$ cat src/rtl/race_kill_ctrl.sv
// Launch/join controller for N parallel engines: join-any kills the losers, join-all waits for all.
// Optional watchdog on the RUN phase is built only when RACE_TIMEOUT_EN is defined.
module race_kill_ctrl #(
   parameter int unsigned N           = 3,
   parameter int unsigned TIMEOUT_CYC = 1000
) (
   input  logic                 clk,
   input  logic                 rst_n,
   input  logic                 start,
   input  logic                 mode,
   output logic                 busy,
   output logic [N-1:0]         eng_start,
   input  logic [N-1:0]         eng_done,
   output logic [N-1:0]         eng_kill,
   input  logic [N-1:0]         eng_idle,
   output logic                 done,
   output logic [$clog2(N)-1:0] winner,
   output logic [N-1:0]         finished_mask,
   output logic [N-1:0]         killed_mask,
   output logic                 timeout
);

   localparam int unsigned WW = $clog2(N);

   // Reject configurations the masks and watchdog are not sized for.
   if (N < 2 || N > 16 || TIMEOUT_CYC < 1) begin : g_bad_cfg
      $error("race_kill_ctrl: unsupported N or TIMEOUT_CYC");
   end

   typedef enum logic [2:0] {
      S_IDLE   = 3'd0,
      S_LAUNCH = 3'd1,
      S_RUN    = 3'd2,
      S_KILL   = 3'd3,
      S_REPORT = 3'd4
   } state_t;

   state_t          state_q, state_d;
   logic [N-1:0]    active_q, active_d;
   logic            mode_q, mode_d;
   logic            seen_q, seen_d;
   logic [N-1:0]    fin_d, kil_d;
   logic [WW-1:0]   win_d;
   logic            to_d;
   logic [N-1:0]    hit;
   logic [N-1:0]    idle_hit;
   logic            busy_d, done_d;
   logic [N-1:0]    eng_start_d, eng_kill_d;

   // Lowest set index; simultaneous finishers resolve to the smallest engine number.
   function automatic logic [WW-1:0] lowest_idx(input logic [N-1:0] v);
      logic [WW-1:0] r;
      r = '0;
      for (int i = int'(N) - 1; i >= 0; i--) begin
         if (v[i]) r = WW'(i);
      end
      return r;
   endfunction

`ifdef RACE_TIMEOUT_EN
   localparam int unsigned CNT_W = $clog2(TIMEOUT_CYC + 1);
   logic [CNT_W-1:0] cnt_q, cnt_d;
   logic             to_q;
   assign timeout = to_q;
`else
   assign timeout = 1'b0;
`endif

   always_comb begin
      state_d  = state_q;
      active_d = active_q;
      mode_d   = mode_q;
      seen_d   = seen_q;
      fin_d    = finished_mask;
      kil_d    = killed_mask;
      win_d    = winner;
      to_d     = 1'b0;
      hit      = eng_done & active_q;
      idle_hit = '0;
`ifdef RACE_TIMEOUT_EN
      to_d     = to_q;
      cnt_d    = cnt_q;
`endif

      case (state_q)
         S_IDLE: begin
            if (start) begin
               mode_d  = mode;
               fin_d   = '0;
               kil_d   = '0;
               win_d   = '0;
               seen_d  = 1'b0;
               to_d    = 1'b0;
`ifdef RACE_TIMEOUT_EN
               cnt_d   = '0;
`endif
               state_d = S_LAUNCH;
            end
         end

         S_LAUNCH: begin
            active_d = '1;
            state_d  = S_RUN;
         end

         S_RUN: begin
            fin_d    = finished_mask | hit;
            active_d = active_q & ~hit;
            if (hit != '0 && !seen_q) begin
               seen_d = 1'b1;
               win_d  = lowest_idx(hit);
            end
            if (!mode_q) begin
               if (hit != '0) state_d = (active_d != '0) ? S_KILL : S_REPORT;
            end else if (active_d == '0) begin
               state_d = S_REPORT;
            end
`ifdef RACE_TIMEOUT_EN
            cnt_d = CNT_W'(cnt_q + 1'b1);
            // Watchdog only fires if the normal transitions left us in RUN.
            if (state_d == S_RUN && cnt_q == CNT_W'(TIMEOUT_CYC - 1)) begin
               to_d    = 1'b1;
               state_d = S_KILL;
            end
`endif
         end

         S_KILL: begin
            // A completion pulse wins over a simultaneous idle on the same engine.
            idle_hit = eng_idle & active_q & ~hit;
            fin_d    = finished_mask | hit;
            kil_d    = killed_mask | idle_hit;
            active_d = active_q & ~hit & ~idle_hit;
            if (active_d == '0) state_d = S_REPORT;
         end

         S_REPORT: begin
            state_d = S_IDLE;
         end

         default: begin
            state_d  = S_IDLE;
            active_d = '0;
         end
      endcase

      busy_d      = (state_d != S_IDLE);
      eng_start_d = (state_d == S_LAUNCH) ? '1 : '0;
      eng_kill_d  = (state_d == S_KILL) ? active_d : '0;
      done_d      = (state_d == S_REPORT);
   end

   always_ff @(posedge clk or negedge rst_n) begin
      if (!rst_n) begin
         state_q       <= S_IDLE;
         active_q      <= '0;
         mode_q        <= 1'b0;
         seen_q        <= 1'b0;
         busy          <= 1'b0;
         eng_start     <= '0;
         eng_kill      <= '0;
         done          <= 1'b0;
         winner        <= '0;
         finished_mask <= '0;
         killed_mask   <= '0;
      end else begin
         state_q       <= state_d;
         active_q      <= active_d;
         mode_q        <= mode_d;
         seen_q        <= seen_d;
         busy          <= busy_d;
         eng_start     <= eng_start_d;
         eng_kill      <= eng_kill_d;
         done          <= done_d;
         winner        <= win_d;
         finished_mask <= fin_d;
         killed_mask   <= kil_d;
      end
   end

`ifdef RACE_TIMEOUT_EN
   // Watchdog counter and sticky timeout flag.
   always_ff @(posedge clk or negedge rst_n) begin
      if (!rst_n) begin
         cnt_q <= '0;
         to_q  <= 1'b0;
      end else begin
         cnt_q <= cnt_d;
         to_q  <= to_d;
      end
   end
`else
   logic unused_to;
   assign unused_to = to_d;
`endif

endmodule

$ cat config.mk
export PLATFORM = sky130hd
export DESIGN_NAME = race_kill_ctrl
export DESIGN_NICKNAME = d
export VERILOG_FILES = /design/src/rtl/race_kill_ctrl.sv
export SDC_FILE = /design/constraint.sdc
export NUM_CORES = 1
export LEC_CHECK = 0
export CAP_MARGIN = 20
export CORE_ASPECT_RATIO = 1.5
export CORE_UTILIZATION = 25
export DETAILED_ROUTE_END_ITERATION = 8
export GPL_ROUTABILITY_DRIVEN = 0
export PLACE_DENSITY_LB_ADDON = 0.2
export REMOVE_ABC_BUFFERS = 1
export SYNTH_ARGS = -nofsm -noshare
export SYNTH_HDL_FRONTEND = slang
export SYNTH_SLANG_ARGS = --single-unit
$ cat constraint.sdc
create_clock -name clk -period 2.9 [get_ports clk]
set_input_delay 0.29 -clock clk [delete_from_list [all_inputs] [get_ports clk]]
set_output_delay 0.29 -clock clk [all_outputs]
set_load 0.02 [all_outputs]
Yosys cells after proc, flatten, opt, wreduce, memory -nomap -nowiden

Index checks and enable logic that the tools add are counted.

Equal/unequal tests: 9
Muxes and demuxes: 22
Bitwise operators: 9
Reduce and logical (&&, ||, !) cells: 17

Operators with widths:

| cell                                                             | number |
|---|---|
| 3-bit two-way mux                                                | 9 |
| 3-bit case mux with 4 select lines                               | 2 |
| 3-bit AND                                                        | 5 |
| 3-bit case mux with 2 select lines                               | 2 |
| 2-bit two-way mux                                                | 5 |
| 3-bit by 2-bit == test with 1-bit output (second input constant) | 3 |
| 3-bit logical NOT                                                | 3 |
| 3-bit nonzero test                                               | 3 |
| 3-bit by 1-bit == test with 1-bit output (second input constant) | 2 |
| 3-bit == test (second input constant)                            | 2 |
| 3-bit NOT                                                        | 2 |
| 3-bit bitwise OR                                                 | 2 |
| 2-bit AND reduction                                              | 3 |
| 2-bit nonzero test                                               | 3 |
| 2-bit inequality test (second input constant)                    | 2 |
| 2-bit case mux with 2 select lines                               | 1 |
| 2-bit OR reduction                                               | 2 |
| 3-bit AND reduction                                              | 1 |
| 1-bit two-way mux                                                | 2 |
| 1-bit case mux with 2 select lines                               | 1 |
| 1-bit logical AND                                                | 1 |
| 1-bit logical NOT                                                | 1 |

Bits in registers: 24
Input bits: 10
Output and inout port bits: 17
Word-level logic and storage cells: 68

Longest topological paths before layout

Depth after elaboration: 10
Gate-level depth with buffers: 6

Worst setup path before layout

No wires, ideal clock.

Path type: reg-to-reg
From: register active_q[1]
To: register state_q[1]
Setup time: 120 ps
Data arrival time: 1283 ps
Slack: 1497 ps
Cell stages (with the launch flop): 4
Cell sequence: dfrtp_1 -> nor3b_1 -> or4b_4 -> o211a_1

Word-level cells in the longest chain between the ends: 8
Elaborated cells on any way between the ends: 17

RTL lines:

| element                                                | RTL line      | text |
|---|---|---|
| from (decl)                                            | 39            | `logic [N-1:0] active_q, active_d;` |
| from (signal assigned)                                 | 168           | `active_q <= active_d;` |
| 3-bit AND                                              | 78            | `hit = eng_done & active_q;` |
| 3-bit NOT                                              | 108, 130, 133 |  |
| 3-bit AND, on equally long branches                    | 108, 133, 130 |  |
| 3-bit nonzero test or 3-bit NOT (tied branches)        | 114, 133      |  |
| 3-bit two-way mux or 3-bit AND (tied branches)         | 114, 133      |  |
| 3-bit two-way mux or 3-bit logical NOT (tied branches) | 114, 134      |  |
| 3-bit two-way mux, on equally long branches            | 113, 134      |  |
| 3-bit case mux with 4 select lines (*)                 | 85            | `case (state_q)` |
| via state_d[1]                                         | 38            | `state_t state_q, state_d;` |
| to (signal assigned)                                   | 167           | `state_q <= state_d;` |
| to (decl)                                              | 38            |  |

Mark *: on every way through the listed nets, which the timed path passes. The rest lies on a longest branch.
A chain may end at the register's enable or synchronous reset.

Worst setup path after layout

From: register state_q[2]
To: register winner[1]

Word-level cells in the longest chain between the ends: 3
Elaborated cells on any way between the ends: 7

RTL lines:

| element                                                                       | RTL line | text |
|---|---|---|
| 3-bit by 2-bit == test with 1-bit output or 3-bit logical NOT (tied branches) | 85       |  |
| 2-bit inequality test (no line) or 2-bit nonzero test (tied branches)         | n/a      |  |
| 3-bit AND reduction (no line)                                                 | n/a      |  |
| to (signal assigned)                                                          | 175      | `winner <= win_d;` |
| to (decl)                                                                     | 17       | `output logic [$clog2(N)-1:0] winner,` |

Parallel ways exist; a longest one is shown, timed or not.

==> impl_metrics.ini <==
[cts]
post_cts_buffers = 0
clkSinkCount = 22
cts_hold_buf = 0
cts-buffers-inserted = 3
ctsResizeCount = 0
cts.clk_slew.worst_paths_ns = 0.08
cts_buffer_depth = 2
htreeDepth = 1
cts_tree = done
clk_latency_ns = 0.26
cts-root-buf = clkbuf_8

[critical_path]
arrival_ns = 1.83
rr_endpoint = winner[1]
endpoint_kind = flip-flop
timing.critical_path.from = state_q[2]
setup.worst_path.end = winner[1]
start_kind = flip-flop
rr_startpoint = state_q[2]
critPathMaxStageDelay_ns = 0.51
worstPathCellList = nand2b_1 > a311o_1 > nor2_1 > mux2i_1
cpLargestDelayFamily = flip-flops
cp.required_ns = 3.09
ff2ff_path_depth = 4
path_buf_inv = 0
path_class = reg -> reg
worst-path-stages = 4
cp_max_fo = 12
r2r_slack_ns = 1.25
cp_slowest_cell = dfrtp_1

[floorplanning]
dieArea_um2 = 4290
boundaryPins = 27
core_area_um2 = 3750
rows = 27
start_util_pct = 26.8
fp.dieW_um = 53.8
chipHeight_um = 79.7

[synthesis]
synthFlopType = dfrtp_1
synthTopCellsByCount = dfrtp_1, nor2_1, nand2_1
synthTopCellsByArea = dfrtp_1, nor2_1, a31oi_1
ys_types = 32
synth_top_area_share_pct = 54.7
yosysSeqAreaShare_pct = 54.7
synth_edf_count = 0
ys_warn_count = 0
synthesis.area_um2 = 1010
ys_seq_elements = 22
avgSynthCellArea_um2 = 10.2
synth_area_leader_cell = dfrtp_1
synthCells = 99
async_reset_ff_share_pct = 100
synth.most_common_cell = dfrtp_1

[sta]
drv_slew = 0
setup_ws_ns = 1.25
rsz0062_at_grt = false
max_freq_ghz = 0.607
finalHoldViolCount = 0
tns_ns = 0
min_period_ns = 1.65
setup_violations = 0
min_period_over_period_pct = 56.8
skew_ns = 0.00199

[pwr]
peakVddDrop_uv = 291
leakage_uw = 0.000587
power.density_nw_per_um2 = 928

[drt]
first_pass_iters = 2
drc_errors = 0
routedWlPerCell_um = 14.3
num_vias = 807
routed_wl_um = 2350
vias_per_cell = 4.89
ant_nets = 0
drt_iter0_markers = 19

[finish]
nNetsFinal = 134
area_growth_pct = 33.1
drive_above_1_share_pct = 6.56
diodes = 0

[global_route]
grt_use_met1_pct = 13.4
grt_pass1_vias = 796
grt_pass1_wl_um = 3710
overflow = 0
grt_use_total_pct = 12.3
met2_usage_pct = 20.9
antenna_found_initial = 0
grt_busiest_layer = met2
grt_max_degree = 23
met3_usage_pct = 2.29

[run_status]
status = finished, final reports clean

[job]
drv_cap = 0

[place]
dpl.hpwl_um = 1770
place_ws_ns = 0.993
portBuffers = 25

[worst_hold_path]
hold_path.class = in -> async
## worst register-to-register path, stage by stage, from the launching register on
cell and delay (ns):
dfrtp_1 0.51, nand2b_1 0.24, a311o_1 0.35, nor2_1 0.24
mux2i_1 0.23
## per-stage QoR
stage / hold slack (ns) / util [%] / total power (uW) / cell area [um2] / std cells
finish: 0.247 / 35.7 / 1240 / 1340 / 165
global route: 0.244 / 35.7 / 1340 / 1340 / 165
CTS: 0.495 / 35.0 / 1250 / 1310 / 164
detailed placement: 0.477 / 33.9 / 1060 / 1270 / 161
global placement: 0.473 / 33.9 / 1050 / 1270 / 161
floorplan: -0.00559 / - / 828 / 966 / 93
## kinds of logic (layout without fill, tap and decap cells)
logic type / after synthesis / count (layout) / share of synthesized area [%]
AND/OR/NAND/NOR: 40 / 40 / 20.9
AO/OA/AOI/OAI: 23 / 23 / 16.2
buffers and inverters: 11 / 34 / 5.85
other: 1 / 1 / 0.373
flip-flops: 22 / 22 / 54.7
multiplexers: 2 / 2 / 1.99
## layout by cell type (no fill, tap or decap), types with 2 or more instances in the layout
cell and instances:
nand2_1 8, mux2i_1 2, nor3b_1 4, nor2_1 13, clkdlybuf4s50_1 25, clkbuf_8 3
nor2b_1 2, o32ai_1 3, o21a_1 3, a31oi_1 6, a21oi_1 5, nand3_1 2
inv_1 4, dfrtp_1 22, nor3_1 2
## how the worst min path moves through the flow
stage                        to    from  depth (start not counted)
finish                     busy   rst_n                          1
global route               busy   rst_n                          1
CTS                      seen_q  seen_q                          1
detailed placement       seen_q  seen_q                          1
global placement         seen_q  seen_q                          1
floorplan           active_q[0]   rst_n                          0
## per-layer routing
layer	share of wire, %	up-vias
met4	2.6	0
met1	41	390
met3	3.3	7
li1	-	392
met2	53	18
met5	0	-
## state kept, by name, indices dropped and copies added, names as in the netlist
signal and flops:
eng_start 1, mode_q 1, state_q 3, done 1, eng_kill 3, winner 2, busy 1, active_q 3
killed_mask 3, seen_q 1, finished_mask 3
## where the power goes
group | internal [uW] | switching, uW | leakage [uW]
logic | 251 | 283 | 0.000276
registers | 406 | 111 | 0.000289
clock network | 92.8 | 97.6 | 0.0000216
total | 751 | 491 | 0.000587
## area by class of cell
| class | count | area, um2 |
|---|---|---|
| Timing Repair Buffer | 26 | 278 |
| Tap cell | 43 | 53.8 |
| Multi-Input combinational cell | 66 | 397 |
| Fill cell | 371 | 2410 |
| Sequential cell | 22 | 551 |
| Inverter | 5 | 18.8 |
| Clock buffer | 3 | 41.3 |
Note: power is estimated with default switching activity, not from simulation.
